<file path="src/rtl/bus_ws_ctrl.sv">
// 8085 bus-cycle controller: address demux, chip-select decode, per-region wait states, DMA hold arbitration.
// Optional build macro WS_PROG_EN: ROM wait count comes from an IO-writable register at port WS_PORT.
module bus_ws_ctrl #(
    parameter logic [15:0] ROM_TOP = 16'h7FFF,
    parameter int          WS_W    = 3,
    parameter logic [WS_W-1:0] ROM_WS = 3'd2,
    parameter logic [WS_W-1:0] RAM_WS = 3'd0,
    parameter logic [WS_W-1:0] IO_WS  = 3'd1,
    parameter logic [7:0]  WS_PORT = 8'hF0
) (
    input  logic        CLK,
    input  logic        RESET,
    input  logic [7:0]  AD,
    input  logic [7:0]  A_HI,
    input  logic        ALE,
    input  logic        RDn,
    input  logic        WRn,
    input  logic        IO_Mn,
    input  logic        DMA_REQ,
    input  logic [15:0] DMA_ADDR,
    input  logic        HLDA,
    output logic [15:0] ADD,
    output logic        ROM_CSn,
    output logic        RAM_CSn,
    output logic        IO_CSn,
    output logic        READY,
    output logic        HOLD,
    output logic        DMA_GNT
);

    // State registers are named signals so checkers can bind to wait_state / dma_state.
    typedef enum logic [1:0] {W_IDLE, W_WAIT, W_DONE} wait_state_t;
    typedef enum logic [1:0] {D_IDLE, D_REQ, D_GRANT, D_REL} dma_state_t;

    wait_state_t     wait_state;
    dma_state_t      dma_state;
    logic [15:0]     addr_latch;
    logic [WS_W-1:0] cnt;
    logic [WS_W-1:0] rom_ws_eff;
    logic [WS_W-1:0] region_ws;
    logic            strobe;
    logic            in_rom;

    assign strobe  = ~RDn | ~WRn;
    assign ADD     = DMA_GNT ? DMA_ADDR : addr_latch;
    assign in_rom  = (ADD <= ROM_TOP);
    assign ROM_CSn = ~(~IO_Mn & in_rom & ~RDn);
    assign RAM_CSn = ~(~IO_Mn & ~in_rom & strobe);
    assign IO_CSn  = ~(IO_Mn & strobe);

    // A write into the ROM window selects nothing, so it completes with no wait.
    always_comb begin
        region_ws = '0;
        if (IO_Mn)
            region_ws = IO_WS;
        else if (in_rom)
            region_ws = (~RDn) ? rom_ws_eff : '0;
        else
            region_ws = RAM_WS;
    end

`ifdef WS_PROG_EN
    logic [WS_W-1:0] ws_reg;

    always_ff @(posedge CLK) begin
        if (RESET)
            ws_reg <= ROM_WS;
        else if (IO_Mn && !WRn && ADD[7:0] == WS_PORT && wait_state == W_IDLE)
            ws_reg <= AD[WS_W-1:0];
    end

    assign rom_ws_eff = ws_reg;
`else
    assign rom_ws_eff = ROM_WS;
`endif

    always_ff @(posedge CLK) begin
        if (RESET)
            addr_latch <= '0;
        else if (ALE && !DMA_GNT)
            addr_latch <= {A_HI, AD};
    end

    always_ff @(posedge CLK) begin
        if (RESET) begin
            wait_state <= W_IDLE;
            cnt        <= '0;
            READY      <= 1'b1;
        end else begin
            case (wait_state)
                W_IDLE: begin
                    if (strobe) begin
                        if (region_ws != '0) begin
                            wait_state <= W_WAIT;
                            cnt        <= region_ws - WS_W'(1);
                            READY      <= 1'b0;
                        end else begin
                            wait_state <= W_DONE;
                        end
                    end
                end
                W_WAIT: begin
                    if (!strobe) begin
                        wait_state <= W_IDLE;
                        READY      <= 1'b1;
                    end else if (cnt == '0) begin
                        wait_state <= W_DONE;
                        READY      <= 1'b1;
                    end else begin
                        cnt <= cnt - WS_W'(1);
                    end
                end
                W_DONE: begin
                    if (!strobe)
                        wait_state <= W_IDLE;
                end
                default: begin
                    wait_state <= W_IDLE;
                    READY      <= 1'b1;
                end
            endcase
        end
    end

    always_ff @(posedge CLK) begin
        if (RESET) begin
            dma_state <= D_IDLE;
            HOLD      <= 1'b0;
            DMA_GNT   <= 1'b0;
        end else begin
            case (dma_state)
                D_IDLE: begin
                    if (DMA_REQ) begin
                        dma_state <= D_REQ;
                        HOLD      <= 1'b1;
                    end
                end
                D_REQ: begin
                    if (HLDA) begin
                        dma_state <= D_GRANT;
                        DMA_GNT   <= 1'b1;
                    end else if (!DMA_REQ) begin
                        dma_state <= D_IDLE;
                        HOLD      <= 1'b0;
                    end
                end
                D_GRANT: begin
                    if (!DMA_REQ) begin
                        dma_state <= D_REL;
                        DMA_GNT   <= 1'b0;
                        HOLD      <= 1'b0;
                    end
                end
                D_REL: begin
                    // Wait for the CPU to take the bus back before accepting a new request.
                    if (!HLDA)
                        dma_state <= D_IDLE;
                end
                default: begin
                    dma_state <= D_IDLE;
                    HOLD      <= 1'b0;
                    DMA_GNT   <= 1'b0;
                end
            endcase
        end
    end

endmodule

</file>
<file path="config.mk">
export PLATFORM = sky130hd
export DESIGN_NAME = bus_ws_ctrl
export DESIGN_NICKNAME = d
export VERILOG_FILES = /design/src/rtl/bus_ws_ctrl.sv
export SDC_FILE = /design/constraint.sdc
export NUM_CORES = 1
export LEC_CHECK = 0
export BUFFER_PORTS_ARGS = -buffer_cell sky130_fd_sc_hd__buf_2
export CAP_MARGIN = 15
export CORE_MARGIN = 4
export CORE_UTILIZATION = 35
export CTS_BUF_LIST = sky130_fd_sc_hd__clkbuf_4
export DETAILED_ROUTE_END_ITERATION = 7
export PLACE_DENSITY_LB_ADDON = 0.08
export SLEW_MARGIN = 10
export SYNTH_ARGS = -nofsm -noshare
export SYNTH_HDL_FRONTEND = slang
export SYNTH_SLANG_ARGS = --single-unit
export TNS_END_PERCENT = 30
</file>
<file path="constraint.sdc">
create_clock -name CLK -period 2 [get_ports CLK]
set_input_delay 0.1 -clock CLK [delete_from_list [all_inputs] [get_ports CLK]]
set_output_delay 0.1 -clock CLK [all_outputs]
set_load 0.1 [all_outputs]
</file>
After elaboration in Yosys (flattened, before gate mapping) --
Cells that the tools add are included.
Word-level totals: word-level logic and storage cells 89, output and inout bits 22, register bits 26
Operators by class: add/subtract/negate cells 2, reductions and logical operators 15, magnitude comparators 1, bitwise operators 14, mux-type cells 33, equality and inequality tests 17
Operators by type and width (count):
- two-way mux 2 bit | 13
- inequality test 2 bit (second input constant) | 10
- less-or-equal comparator 16 x 15 -> 1 bit (second input constant) | 1
- two-way mux 16 bit | 1
- two-way mux 3 bit | 4
- two-way mux 1 bit | 9
- AND reduction 3 bit | 3
- NOT 1 bit | 8
- case mux 2 bit (4 select lines) | 1
- AND reduction 4 bit | 2
- equality test 2 bit (second input constant) | 3
- inequality test 3 bit (second input constant) | 2
- case mux 1 bit (3 select lines) | 2
- case mux 2 bit (3 select lines) | 1
- case mux 3 bit (2 select lines) | 1
- nonzero test 3 bit | 2
- subtractor 3 x 1 -> 3 bit (second input constant) | 2
- bitwise AND 1 bit | 5
- AND reduction 5 bit | 1
- equality test 2 x 1 -> 1 bit (second input constant) | 2
- logical NOT 2 bit | 2
- nonzero test 2 bit | 2
- logical NOT 3 bit | 1
- case mux 1 bit (2 select lines) | 1
- other kinds (3) | 3

Longest topological paths before layout --
word-level depth 8, mapped depth 8

Worst setup path after synthesis --
OpenSTA, ideal clock, no wires.
path type register to register, from register DMA_GNT, to register cnt[2], setup slack -642 ps, clock period less this slack 2642 ps, data required time 1926 ps, setup time 74 ps, arrival time 2568 ps, cell stages (with the launch flop) 9, cells stage by stage dfxtp_1 buf_6 mux2_4 nor3_1 mux2i_1 ha_1 nor3b_1 a41oi_1 a31oi_1
On the way: longest elaborated chain between the ends 8, elaborated cells on any way between the ends 11, classes of those cells 1 x add/sub; 1 x order compare; 1 x eq/ne; 6 x mux; 2 x reduce/logical
RTL lines:
- start: declaration | line 28 | output logic DMA_GNT
- start signal: assignment | line 129 | DMA_GNT <= 1'b0;
- start signal: assignment | line 141 | DMA_GNT <= 1'b1;
- start signal: assignment | line 150 | DMA_GNT <= 1'b0;
- two-way mux 16 bit * | line 45 | assign ADD = DMA_GNT ? DMA_ADDR : addr_latch;
- net ADD[15] | line 22 | output logic [15:0] ADD,
- less-or-equal comparator 16 x 15 -> 1 bit * | line 46 | assign in_rom = (ADD <= ROM_TOP);
- two-way mux 2 bit * | line 56 | else if (in_rom)
- two-way mux 2 bit * | line 54 | if (IO_Mn)
- subtractor 3 x 1 -> 3 bit | line 95 | cnt <= region_ws - WS_W'(1);
- two-way mux 3 bit | line 93 | if (region_ws != '0) begin
- two-way mux 3 bit | line 92 | if (strobe) begin
- case mux 3 bit (2 select lines) | line 90 | case (wait_state)
- end signal: assignment | line 95
- end signal: assignment | line 110 | cnt <= cnt - WS_W'(1);
- end: declaration | line 38 | logic [WS_W-1:0] cnt;
The timed path passes the listed nets; every way through them passes the cells marked *. The select of a mux whose other input is x is not followed. A chain may end at the register's enable or synchronous reset.

Worst setup path in the final report --
from register DMA_GNT, to output port ADD[3]
On the way: longest elaborated chain between the ends 1
RTL lines (line):
- two-way mux 16 bit | 45
- end: declaration | 22
Every way passes these cells.

==> metrics <==
Setup Crit Path Kind=reg2out; Final Max Tran Viols=0; initial cell density of the core=a little under two fifths; f_max=~0.58 GHz; clock root cell=clkbuf_4; main area contributors after synthesis=dfxtp_1 37%, mux2_2 12%, nand2_1 11%; reg2reg path depth=7; CTS sink count=26; Critical Path Max Stage Delay=about 0.38 ns; vias in the first global route=roughly 1400; final setup TNS=0 ns; Synth Instances=roughly 170; fin nets=around 280; cell row count=22; Worst Hold Class=in2reg; Worst-Skew Late Latency=between 0.3 and 0.4 ns; TritonCTS clock tree=yes; CP endpoint=ADD[3]; crit-path leading delay family=buffers and inverters; first-pass iteration count of the detailed router=4; measured slew at the worst slew-check pin=~0.61 ns; dominant synthesized flop cell=dfxtp_1; area leader, netlist=dfxtp_1; reg-to-reg setup timing slack=0.37 ns; die height=~71 µm; Yosys top cell area share=between 30% and 40%; CP max stage cell=mux2_2; Syn Nets=210; Max clock buf depth=2; FF-to-FF End=cnt[2]$_SDFFE_PP0P_; Max Cap Viol=0; core footprint=about 3700 µm²; leading cell type in the layout, fill and taps excluded=buf_2; Tmin final=around 1.7 ns; pwr/cell area=921.5 nW/µm²; grt ovf=0; RSZ-0062 raised after global routing=no; GR Util All Layers=approximately 15%; Area after DPL=1734 µm²; outcome=finished, final reports clean; synth warn=0; P&R area growth vs syn=40.18%; Post-DRT Antenna Nets=0; Via-to-Cell Ratio=4.846; VDD IR max=between 400 and 500 µV; post-DP HPWL=between 2 and 2.5 mm; via count=1386; drt total wl=~3.6 mm; Yosys reg bits=26; Die X=slightly above 70 µm; number of synthesized flops with an enable pin=0; Placed Instances=266; Synth cell types=35; Async SR Flop Fraction=0%; Tcrit/Tclk final=a little under nine tenths; die area=5040 µm²; CP cell instances=buf_4 -> mux2_2 -> buf_2; # H-tree levels=1; fin cells=286; Arr. time, crit path=about 1.6 ns; fraction of layout cells with a size suffix above 1=a little under two fifths; starting DRC count in detailed routing=79; P_leak=just under 0.9 nW; antenna violations before repair=0; Final Power=approximately 1.8 mW; clk_skew=0.003657 ns; Finish-stage setup viols=0; antenna cells=0; IO Pins=just over 60; pin count of the biggest net entering global routing=27; Reg clk slew, reported paths=between 0.1 and 0.15 ns; CP max FO=20; DRC Markers=0; mapped cell area=roughly 1400 µm²; sequential area share after synthesis=between 30% and 40%; Num CTS Buffers=3; final hold slack=approximately 0.066 ns; Routed WL per cell=approximately 12 µm; stages on the worst setup path=3; Slew HR=59.01%; average cell area after synthesis=between 8 and 9 µm²; # port buffers=61; CP startpoint kind=flop; global-route wire length before repair=around 6.1 mm; GPL Wtd Cong=just over 0.8; post-route cell area=between 1500 and 2000 µm²; Post-CTS Setup Bufs=0; RR Startpoint=DMA_GNT$_SDFFE_PP0P_; critical path required time=1.90 ns; Critical path origin=DMA_GNT$_SDFFE_PP0P_; most frequent cells in the layout=61 x buf_2, 40 x nand2_1, 25 x dfxtp_1; crit path capture type=output pin; final hold vios=0; critical path buffer and inverter count=2
==> worst min path at each step <==
stage,startpoint,endpoint,slack [ns],cells past startpoint
floorplan,AD[0],addr_latch[0]$_SDFFE_PP0P_,0.24,2
global placement,A_HI[1],addr_latch[9]$_SDFFE_PP0P_,0.34,3
detailed placement,AD[2],addr_latch[2]$_SDFFE_PP0P_,0.35,3
CTS,WRn,wait_state[1]$_SDFFE_PP0P_,0.05,3
global route,WRn,wait_state[1]$_SDFFE_PP0P_,0.06,3
finish,WRn,wait_state[1]$_SDFFE_PP0P_,0.07,3
==> report_power, final <==
part | leakage [nW] | internal [mW] | total, mW | switching (mW)
Clock | 0.0279 | 0.203 | 0.361 | 0.159
Combinational | 0.648 | 0.221 | 0.820 | 0.599
Sequential | 0.215 | 0.573 | 0.613 | 0.0399
Total | 0.891 | 0.997 | 1.79 | 0.798
==> cell families after synthesis <==
kind of cell,synth area share [%]
compound gates,20.27
fa+ha+maj,4.505
buf+inv,4.505
flops,37.48
mux,14.68
simple gates,18.56
==> cell type report <==
type                            count  area (µm²)
Fill cell                         374        1797
Multi-Input combinational cell    125       818.3
Sequential cell                    26       524.3
Timing Repair Buffer               78       473.0
Tap cell                           48       60.06
Clock inverter                      1       30.03
Clock buffer                        3       22.52
Inverter                            5       18.77
==> stage by stage <==
step	setup slack, ns	utilization, %
5_1_grt	0.2107	52.01
4_1_cts	0.2600	52.01
6_report	0.2830	52.01
3_5_place_dp	0.3963	46.32
2_1_floorplan	-0.06352	-
3_3_place_gp	0.4311	46.32
==> layer usage <==
| layer | track usage (%) | wire [µm] | vias to the layer above | part of all wire [%] |
|---|---|---|---|---|
| met3 | 4.119 | 241 | 2 | 6.8 |
| met1 | 17.27 | 1589 | 616 | 45 |
| li1 | - | - | 722 | - |
| met4 | 2.505 | 21 | 0 | 0.59 |
| met5 | 0 | 0 | - | 0 |
| met2 | 26.47 | 1702 | 46 | 48 |
==> worst register-to-register path: cells and delay by family (launching register included) <==
| kind | cells | cell delay, ns |
|---|---|---|
| AO/OA/AOI/OAI | 2 | 0.20 |
| adder cells (fa/ha/maj) | 1 | 0.20 |
| flip-flops | 1 | 0.37 |
| multiplexers | 2 | 0.43 |
| AND/OR/NAND/NOR | 2 | 0.36 |
==> flip-flops by register name, summed over array words and instances, names as in the netlist, named ones only <==
signal,cells
HOLD,1
READY,1
addr_latch,16
DMA_GNT,1
dma_state,1
cnt,3
wait_state,2
==> what timing repair did <==
item,4_1_cts,5_1_grt
hold buffers,16,0
gates resized for setup,0,0
hold endpoints to repair,16,0
==> synthesized netlist by cell type, drive strengths merged, types with 3 or more instances <==
cell type	number
nor3	3
nand2	40
dfxtp	26
nor2	3
ha	5
mux2	16
nand2b	3
clkbuf	5
o21ai	7
inv	5
a21oi	25
buf	4
(Power assumes the default switching activity.)
